--- src/rtl/fu_pkg.sv ---
// Shared constants for the FPU functional-unit blocks.
// Holds the default fraction/exponent geometry and the fraction value
// that a rounding overflow renormalizes to.
package fu_pkg;

  // Default geometry: 7 fraction bytes hold a 53-bit mantissa plus padding.
  localparam int FU_FRAC_BYTES = 7;
  localparam int FU_EXP_W      = 13;
  localparam int FU_FRAC_W     = 8 * FU_FRAC_BYTES;

  // After a carry out of the MSB the sum is all zeros; the renormalized
  // fraction is 1.000... (bit 0 is the MSB in the [0:W-1] numbering).
  localparam logic [0:FU_FRAC_W-1] FU_OVF_FRAC = {1'b1, {(FU_FRAC_W-1){1'b0}}};

endpackage

--- src/rtl/fu_loc8inc.sv ---
// Local 8-bit incrementer section used in the carry-select fraction adder.
// Produces the byte plus ci_b and the byte plus ci, and an active-low
// carry-out of the ci sum. With ci=1, ci_b=0 the outputs are the
// "no carry in" and "carry in" candidates, and ~co_b flags an all-ones byte.
module fu_loc8inc (
  input  logic [0:7] d,
  input  logic       ci,
  input  logic       ci_b,
  output logic [0:7] s0,
  output logic [0:7] s1,
  output logic       co_b
);

  assign s0   = d + {7'b0, ci_b};
  assign s1   = d + {7'b0, ci};
  // Carry out of d+ci happens only when every bit of d is set.
  assign co_b = ~(ci & (&d));

endmodule

--- src/rtl/fu_rnd_inc.sv ---
// Two-stage rounding incrementer for the FPU round stage.
// ex1 registers the operand; the ex1->ex2 path adds the round-up bit with
// per-byte incrementers and a global carry-select, renormalizes on a carry
// out of the MSB, and bumps the exponent. ex2 registers drive the outputs.
module fu_rnd_inc
  import fu_pkg::*;
#(
  parameter  int NB = FU_FRAC_BYTES,
  parameter  int EW = FU_EXP_W,
  localparam int W  = 8 * NB
) (
  input  logic          nclk,
  input  logic          rst_b,
  input  logic          i_vld,
  input  logic [0:W-1]  i_frac,
  input  logic          i_inc,
  input  logic [0:EW-1] i_exp,
  input  logic          i_stall,
  input  logic          i_flush,
  output logic          o_vld,
  output logic [0:W-1]  o_frac,
  output logic [0:EW-1] o_exp,
  output logic          o_ovf
);

  // Renormalized fraction for this instance width: MSB set, rest clear.
  localparam logic [0:W-1] OVF_FRAC = {FU_OVF_FRAC[0], {(W-1){1'b0}}};

  // ex1 stage state
  logic          v1;
  logic [0:W-1]  frac1;
  logic          inc1;
  logic [0:EW-1] exp1;

  // Per-byte candidates and carry-select wiring
  logic [0:7]    s0 [NB];
  logic [0:7]    s1 [NB];
  logic [0:NB-1] co_b;
  logic [0:NB-1] allone;
  logic [0:NB-1] carry;
  logic [0:W-1]  frac_sum;

  // ex2 next-state values
  logic          ovf;
  logic [0:W-1]  frac_res;
  logic [0:EW-1] exp_res;

  // ex1 register: flush kills the valid bit only, stall holds everything.
  always_ff @(posedge nclk or negedge rst_b) begin
    if (!rst_b) begin
      v1    <= 1'b0;
      frac1 <= '0;
      inc1  <= 1'b0;
      exp1  <= '0;
    end else if (i_flush) begin
      v1 <= 1'b0;
    end else if (!i_stall) begin
      v1    <= i_vld;
      frac1 <= i_frac;
      inc1  <= i_inc;
      exp1  <= i_exp;
    end
  end

  // One local incrementer per byte; byte 0 is the most significant.
  for (genvar gi = 0; gi < NB; gi++) begin : g_byte
    fu_loc8inc u_loc8inc (
      .d    (frac1[8*gi +: 8]),
      .ci   (1'b1),
      .ci_b (1'b0),
      .s0   (s0[gi]),
      .s1   (s1[gi]),
      .co_b (co_b[gi])
    );

    assign allone[gi] = ~co_b[gi];

    // Carry into a byte: round-up requested and every less significant
    // byte is all ones. The LSB byte takes the round-up bit directly.
    if (gi == NB-1) begin : g_lsb
      assign carry[gi] = inc1;
    end else begin : g_upper
      assign carry[gi] = inc1 & (&allone[gi+1:NB-1]);
    end

    assign frac_sum[8*gi +: 8] = carry[gi] ? s1[gi] : s0[gi];
  end

  // Overflow, renormalization and exponent adjust (exponent wraps).
  always_comb begin
    ovf      = inc1 & (&allone);
    frac_res = frac_sum;
    exp_res  = exp1;
    if (ovf) begin
      frac_res = OVF_FRAC;
      exp_res  = exp1 + EW'(1);
    end
  end

  // ex2 register: drives the outputs; flush clears valid, stall holds.
  always_ff @(posedge nclk or negedge rst_b) begin
    if (!rst_b) begin
      o_vld  <= 1'b0;
      o_frac <= '0;
      o_exp  <= '0;
      o_ovf  <= 1'b0;
    end else if (i_flush) begin
      o_vld <= 1'b0;
    end else if (!i_stall) begin
      o_vld  <= v1;
      o_frac <= frac_res;
      o_exp  <= exp_res;
      o_ovf  <= ovf;
    end
  end

endmodule

--- config.mk ---
export PLATFORM = sky130hd
export DESIGN_NAME = fu_rnd_inc
export DESIGN_NICKNAME = d
export VERILOG_FILES = /design/src/rtl/fu_pkg.sv /design/src/rtl/fu_loc8inc.sv /design/src/rtl/fu_rnd_inc.sv
export SDC_FILE = /design/constraint.sdc
export NUM_CORES = 1
export LEC_CHECK = 0
export BUFFER_PORTS_ARGS = -buffer_cell sky130_fd_sc_hd__buf_2
export CORE_UTILIZATION = 47
export CTS_CLUSTER_SIZE = 28
export DETAILED_ROUTE_END_ITERATION = 16
export PLACE_DENSITY = 0.7
export SLEW_MARGIN = 40
export SYNTH_ARGS = -nofsm -noshare
export SYNTH_HDL_FRONTEND = slang
export SYNTH_SLANG_ARGS = --single-unit
export TNS_END_PERCENT = 30
--- constraint.sdc ---
create_clock -name nclk -period 2.6 [get_ports nclk]
set_input_delay 0.26 -clock nclk [delete_from_list [all_inputs] [get_ports nclk]]
set_output_delay 0.26 -clock nclk [all_outputs]
set_load 0.1 [all_outputs]
; Word level (Yosys, flattened, before mapping)
; Cells that the tools add are included.
[totals]
register_bits = 142
latch_bits = 0
ramBits = 0
romBits = 0
inputBits = 75
mem_count = 0
[op_classes]
add_sub_neg = 8
multipliers = 0
div_mod_pow = 0
magnitude_cmp = 0
eq_ne = 1
shifts = 0
mux = 13
n_bitwise = 9
n_reduce_logical = 8
[ops]
columns = operator, n
row1 = adder 8 x 1 -> 8 bit (second input constant), 7
row2 = two-way mux 56 bit, 1
row3 = two-way mux 8 bit, 7
row4 = AND reduction 56 bit, 1
row5 = AND reduction 48 bit, 1
row6 = AND reduction 40 bit, 1
row7 = AND reduction 32 bit, 1
row8 = AND reduction 24 bit, 1
row9 = AND reduction 16 bit, 1
row10 = adder 13 x 1 -> 13 bit (second input constant), 1
row11 = two-way mux 13 bit, 1
row12 = AND reduction 8 bit, 1
row13 = AND 1 bit, 7
row14 = two-way mux 1 bit, 4
row15 = != test 2 x 1 -> 1 bit (second input constant), 1
row16 = NOT 1 bit, 2
row17 = AND reduction 2 bit, 1

; Logic depth before layout (Yosys ltp)
[logic_depth]
word_depth = 4
ltp_mapped = 9
depth_no_buf = 6

; By module
; From an unflattened synthesis, not the netlist that was laid out.
[unflattened]
hier_cells = 931
hier_area_um2 = 8127.8
[modules_own_cells]
columns = module, n_inst, cells_each, area_per_inst_um2, seq_area_each_um2
row1 = fu_rnd_inc, 1, 672, 6165.9, 3553.4
row2 = fu_loc8inc, 7, 37, 280.3, 0.0

; Worst setup path after synthesis
; OpenSTA, ideal clock, no wires.
[synth_path]
path_type = register -> register
startpoint = register frac1[23] in the netlist's numbering
endpoint = register o_frac[19] in the netlist's numbering
arrival_time_ns = 2.107
t_required_ns = 2.464
setup_slack_ns = 0.358
stages_incl_launch_ff = 10
period_less_slack_ns = 2.242
cell_sequence = dfrtp_1 > ha_1 > and3_1 > clkbuf_1 > and4_1 > buf_2 > nand2_1 > o21ai_0 > clkbuf_1 > a22oi_1
[synth_between]
elab_chain_cells = 3
[synth_lines]
columns = element, line
row1 = start: declaration, fu_rnd_inc.sv:31  ; logic [0:W-1] frac1;
row2 = start signal: assignment, fu_rnd_inc.sv:59  ; frac1 <= i_frac;
row3 = adder 8 x 1 -> 8 bit / AND reduction 56 bit (equally long branches), "fu_loc8inc.sv:15, fu_rnd_inc.sv:91"
row4 = two-way mux 8 bit / AND 1 bit (equally long branches), "fu_rnd_inc.sv:86, fu_rnd_inc.sv:91"
row5 = two-way mux 56 bit (*), fu_rnd_inc.sv:94  ; if (ovf) begin
row6 = end signal: assignment, fu_rnd_inc.sv:111  ; o_frac <= frac_res;
row7 = end: declaration, fu_rnd_inc.sv:21  ; output logic [0:W-1] o_frac,
; Every way passes the cells marked *; elsewhere a longest branch is shown, timed or not.
; A chain may end at the register's enable or synchronous reset.

; Final worst setup path
[layout_path]
startpoint = register frac1[47] in the netlist's numbering
endpoint = register o_exp[1] in the netlist's numbering
[layout_between]
elab_chain_cells = 3
[layout_lines]
columns = element, line
row1 = AND reduction 56 bit, fu_rnd_inc.sv:91  ; ovf = inc1 & (&allone);
row2 = AND 1 bit, fu_rnd_inc.sv:91
row3 = two-way mux 13 bit, fu_rnd_inc.sv:94
row4 = end signal: assignment, fu_rnd_inc.sv:112  ; o_exp <= exp_res;
row5 = end: declaration, fu_rnd_inc.sv:22  ; output logic [0:EW-1] o_exp,
; No other way between the ends.

==> results.yml <==
global_route:
  use_met2_pct: 38.34
  grt_pass1_vias: 5690
  top_usage_layer: "met2"
  grt_overflow: 0
  grt_max_degree: 92
  use_met1_pct: 32.78
  grt_first_pass_wirelength_um: 27980
  gr-usage-all-layers_pct: 24.04
  global_route.usage.met3_pct: 5.304
  antenna_found_initial: 0
pwr:
  combPwrFrac_pct: 30.0
  leakage_uw: 0.004028
  seqPwrFrac_pct: 38.6
  peakVddDrop_v: 0.0005242
  p_per_area_nw_per_um2: 862.6
  switching_share_pct: 40.28
  p_int_uw: 4357
  power.share.clock_pct: 31.4
  power_switching_uw: 2939
final_layout:
  final_cell_mix: "nand2_1 (269), buf_2 (144), dfrtp_1 (142), nor2_1 (47), o21ai_0 (36)"
  multi_input_area_sq_um: 3127
  drive_gt1_share_pct: 22.68
  nets: 1012
  syn_to_final_growth_pct: 22.82
  layout_commonest_cell: "nand2_1"
  regArea_sq_um: 3553
  nFillCells: 1278
  final_cell_area_sq_um: 8458
  antenna_cells: 0
placed_design:
  dp_hpwl_um: 12040
  place_congestion: 0.8012
  post_dp_cell_area_sq_um: 7896
  portBuffers: 145
timing:
  fin_crit_sh_pct: 95.33
  setup_tns_ns: 0
  fin_skew_ns: 0.006078
  setup_viol: 0
  max_freq_ghz: 0.4035
  tightestPinTransition_ns: 0.5674
  finalWorstPathRequiredPeriod_ns: 2.479
  hold_violations: 0
  drv_slew: 0
  rsz0062_at_grt: "no"
  slew_headroom_pct: 62.17
clock_network:
  cts_buffers: 17
  cts_root_buffer: "clkbuf_16"
  cts.htree.levels: 4
  cts_tree: "built"
  insertion_delay_ns: 0.42
  path_clk_slew_ns: 0.06
  post_cts.repair.setup_buffers: 0
  cts.sink_count: 142
  cts_max_path_buffers: 2
worst_setup_path:
  required_ns: 2.93
  critPathArrivalTime_ns: 2.81
  worst-path-max-fanout: 6
  end_kind: "register"
  cp-start-kind: "register"
  criticalPathCategory: "register to register"
floorplan:
  die_y_um: 123.0
  start_util_pct: 48.85
  coreArea_sq_um: 14100
  io_pins: 146
  die_x_um: 123.0
  die_area_sq_um: 15140
  rows: 43
flow_run:
  drv_cap: 0
outcome:
  outcome: "finished, final reports clean"
yosys:
  synth_top_area_cell: "dfrtp_1"
  muxShareOfSynthArea_pct: 1.163
  syn-instance-count: 782
  synthTopCellsByArea: "dfrtp_1 (52%), nand2_1 (15%), o21ai_0 (2.7%)"
  synth_compound_area_share_pct: 9.211
  yosysUniqueCellTypes: 43
  synthesis.area_sq_um: 6887
  yosysWarnings: 0
  synth_top_area_share_pct: 51.60
  syn_nets: 865
  yosys.area_share.simple_pct: 29.02
  synth_xor_area_share_pct: 4.324
  synth_top_family_by_area: "simple AND/OR/NAND/NOR gates"
  ys_ff_latch: 142
  synth-seq-area-share_pct: 51.60
  synth.avg_cell_area_sq_um: 8.806
  synthAdderAreaFrac_pct: 1.453
route:
  remaining_drc_errors: 0
  routedWlPerCell_um: 15.39
  drtIter0Drc: 401
  drt_first_pass_iters: 4
  num_vias: 6051
  drtAntennaViolNets: 0
  via_per_inst: 5.408
  drt_wl_total_um: 17220
min_path:
  hp-class: "input pin to register"
synth_stat cells, drive strengths merged:
master / n
or3: 8
nor4: 9
a41oi: 1
or3b: 1
buf: 12
a211oi: 5
nand4b: 2
or2: 3
nor2: 49
and2: 3
nand3: 22
nand4: 27
o211ai: 2
clkbuf: 35
a21o: 1
a31o: 1
nor3: 10
nand2: 269
o21ai: 40
o31ai: 23
o21a: 1
and4: 11
mux2i: 8
and3: 11
xor2: 16
a31oi: 20
dfrtp: 142
xnor2: 18
a22oi: 1
or4: 12
o41ai: 5
ha: 8
inv: 6
registers in the layout (all words and copies together) (netlist names):
signal,count
o_exp,13
v1,1
o_vld,1
frac1,56
o_ovf,1
o_frac,56
exp1,13
inc1,1
timing repair:
item / CTS / global route
hold buffers: 1 / 0
endpoints found under the hold margin: 58 / 0
setup endpoints to repair: 0 / 5
resized for setup: 0 / 1
critical path, stage by stage (launching register included):
cell and delay (ns):
dfrtp_1 0.40, ha_1 0.24, nand3_1 0.17, or2_1 0.28
or4_4 0.60, or4_1 0.53, a31oi_1 0.18
power by group through the flow:
| stage | logic, uW | clock network, uW | registers [uW] |
|---|---|---|---|
| finish | 2190 | 2290 | 2810 |
| global route | 2320 | 2420 | 2860 |
| detailed placement | 2200 | 0 | 2840 |
| global placement | 2170 | 0 | 2840 |
| floorplan | 458 | 0 | 4080 |
| CTS | 2210 | 2330 | 2810 |
area by class of cell:
class / instances / area share [%]
inverter: 6 / 0.2663
timing repair buffer: 175 / 11.64
clock inverter: 7 / 1.080
clock buffer: 22 / 5.370
multi-input combinational: 587 / 36.97
sequential: 142 / 42.01
tap: 180 / 2.663
cells by family after synthesis:
kind of cell / after synthesis
AO/OA/AOI/OAI: 100
XOR/XNOR: 34
adder cells (fa/ha/maj): 8
buffers and inverters: 53
flip-flops: 142
multiplexers: 8
AND/OR/NAND/NOR: 437
metal layers:
| metal | up-vias | part of all wire [%] |
|---|---|---|
| met2 | 168 | 47 |
| met4 | 0 | 1.3 |
| li1 | 2983 | - |
| met5 | - | 0 |
| met1 | 2881 | 46 |
| met3 | 19 | 5.2 |
metrics by stage:
step                      util, %  std cells  power [uW]  setup WS [ns]  hold slack [ns]
after global routing        60.00       1119        7604      0.0004066          0.02385
after detailed placement    56.02       1089        5043         0.1528           0.2767
after floorplan                 -        782        4536         0.3578         -0.03559
final                       60.00       1119        7296         0.1214          0.03133
after CTS                   59.96       1119        7343         0.1360          0.02131
after global placement      56.02       1089        5014         0.1755           0.2736
final timing paths:
check                                from   endpoint  slack [ns]  cells past startpoint
worst max-delay path            frac1[47]   o_exp[1]        0.12                      6
max in group asynchronous           rst_b  frac1[27]        1.50                      3
worst min-delay path            i_frac[3]   frac1[3]        0.03                      3
worst min register to register      o_ovf      o_ovf        0.48                      1
worst max register to register  frac1[47]   o_exp[1]        0.12                      6
min in group asynchronous           rst_b    exp1[3]        0.39                      2
(Power assumes the default switching activity.)
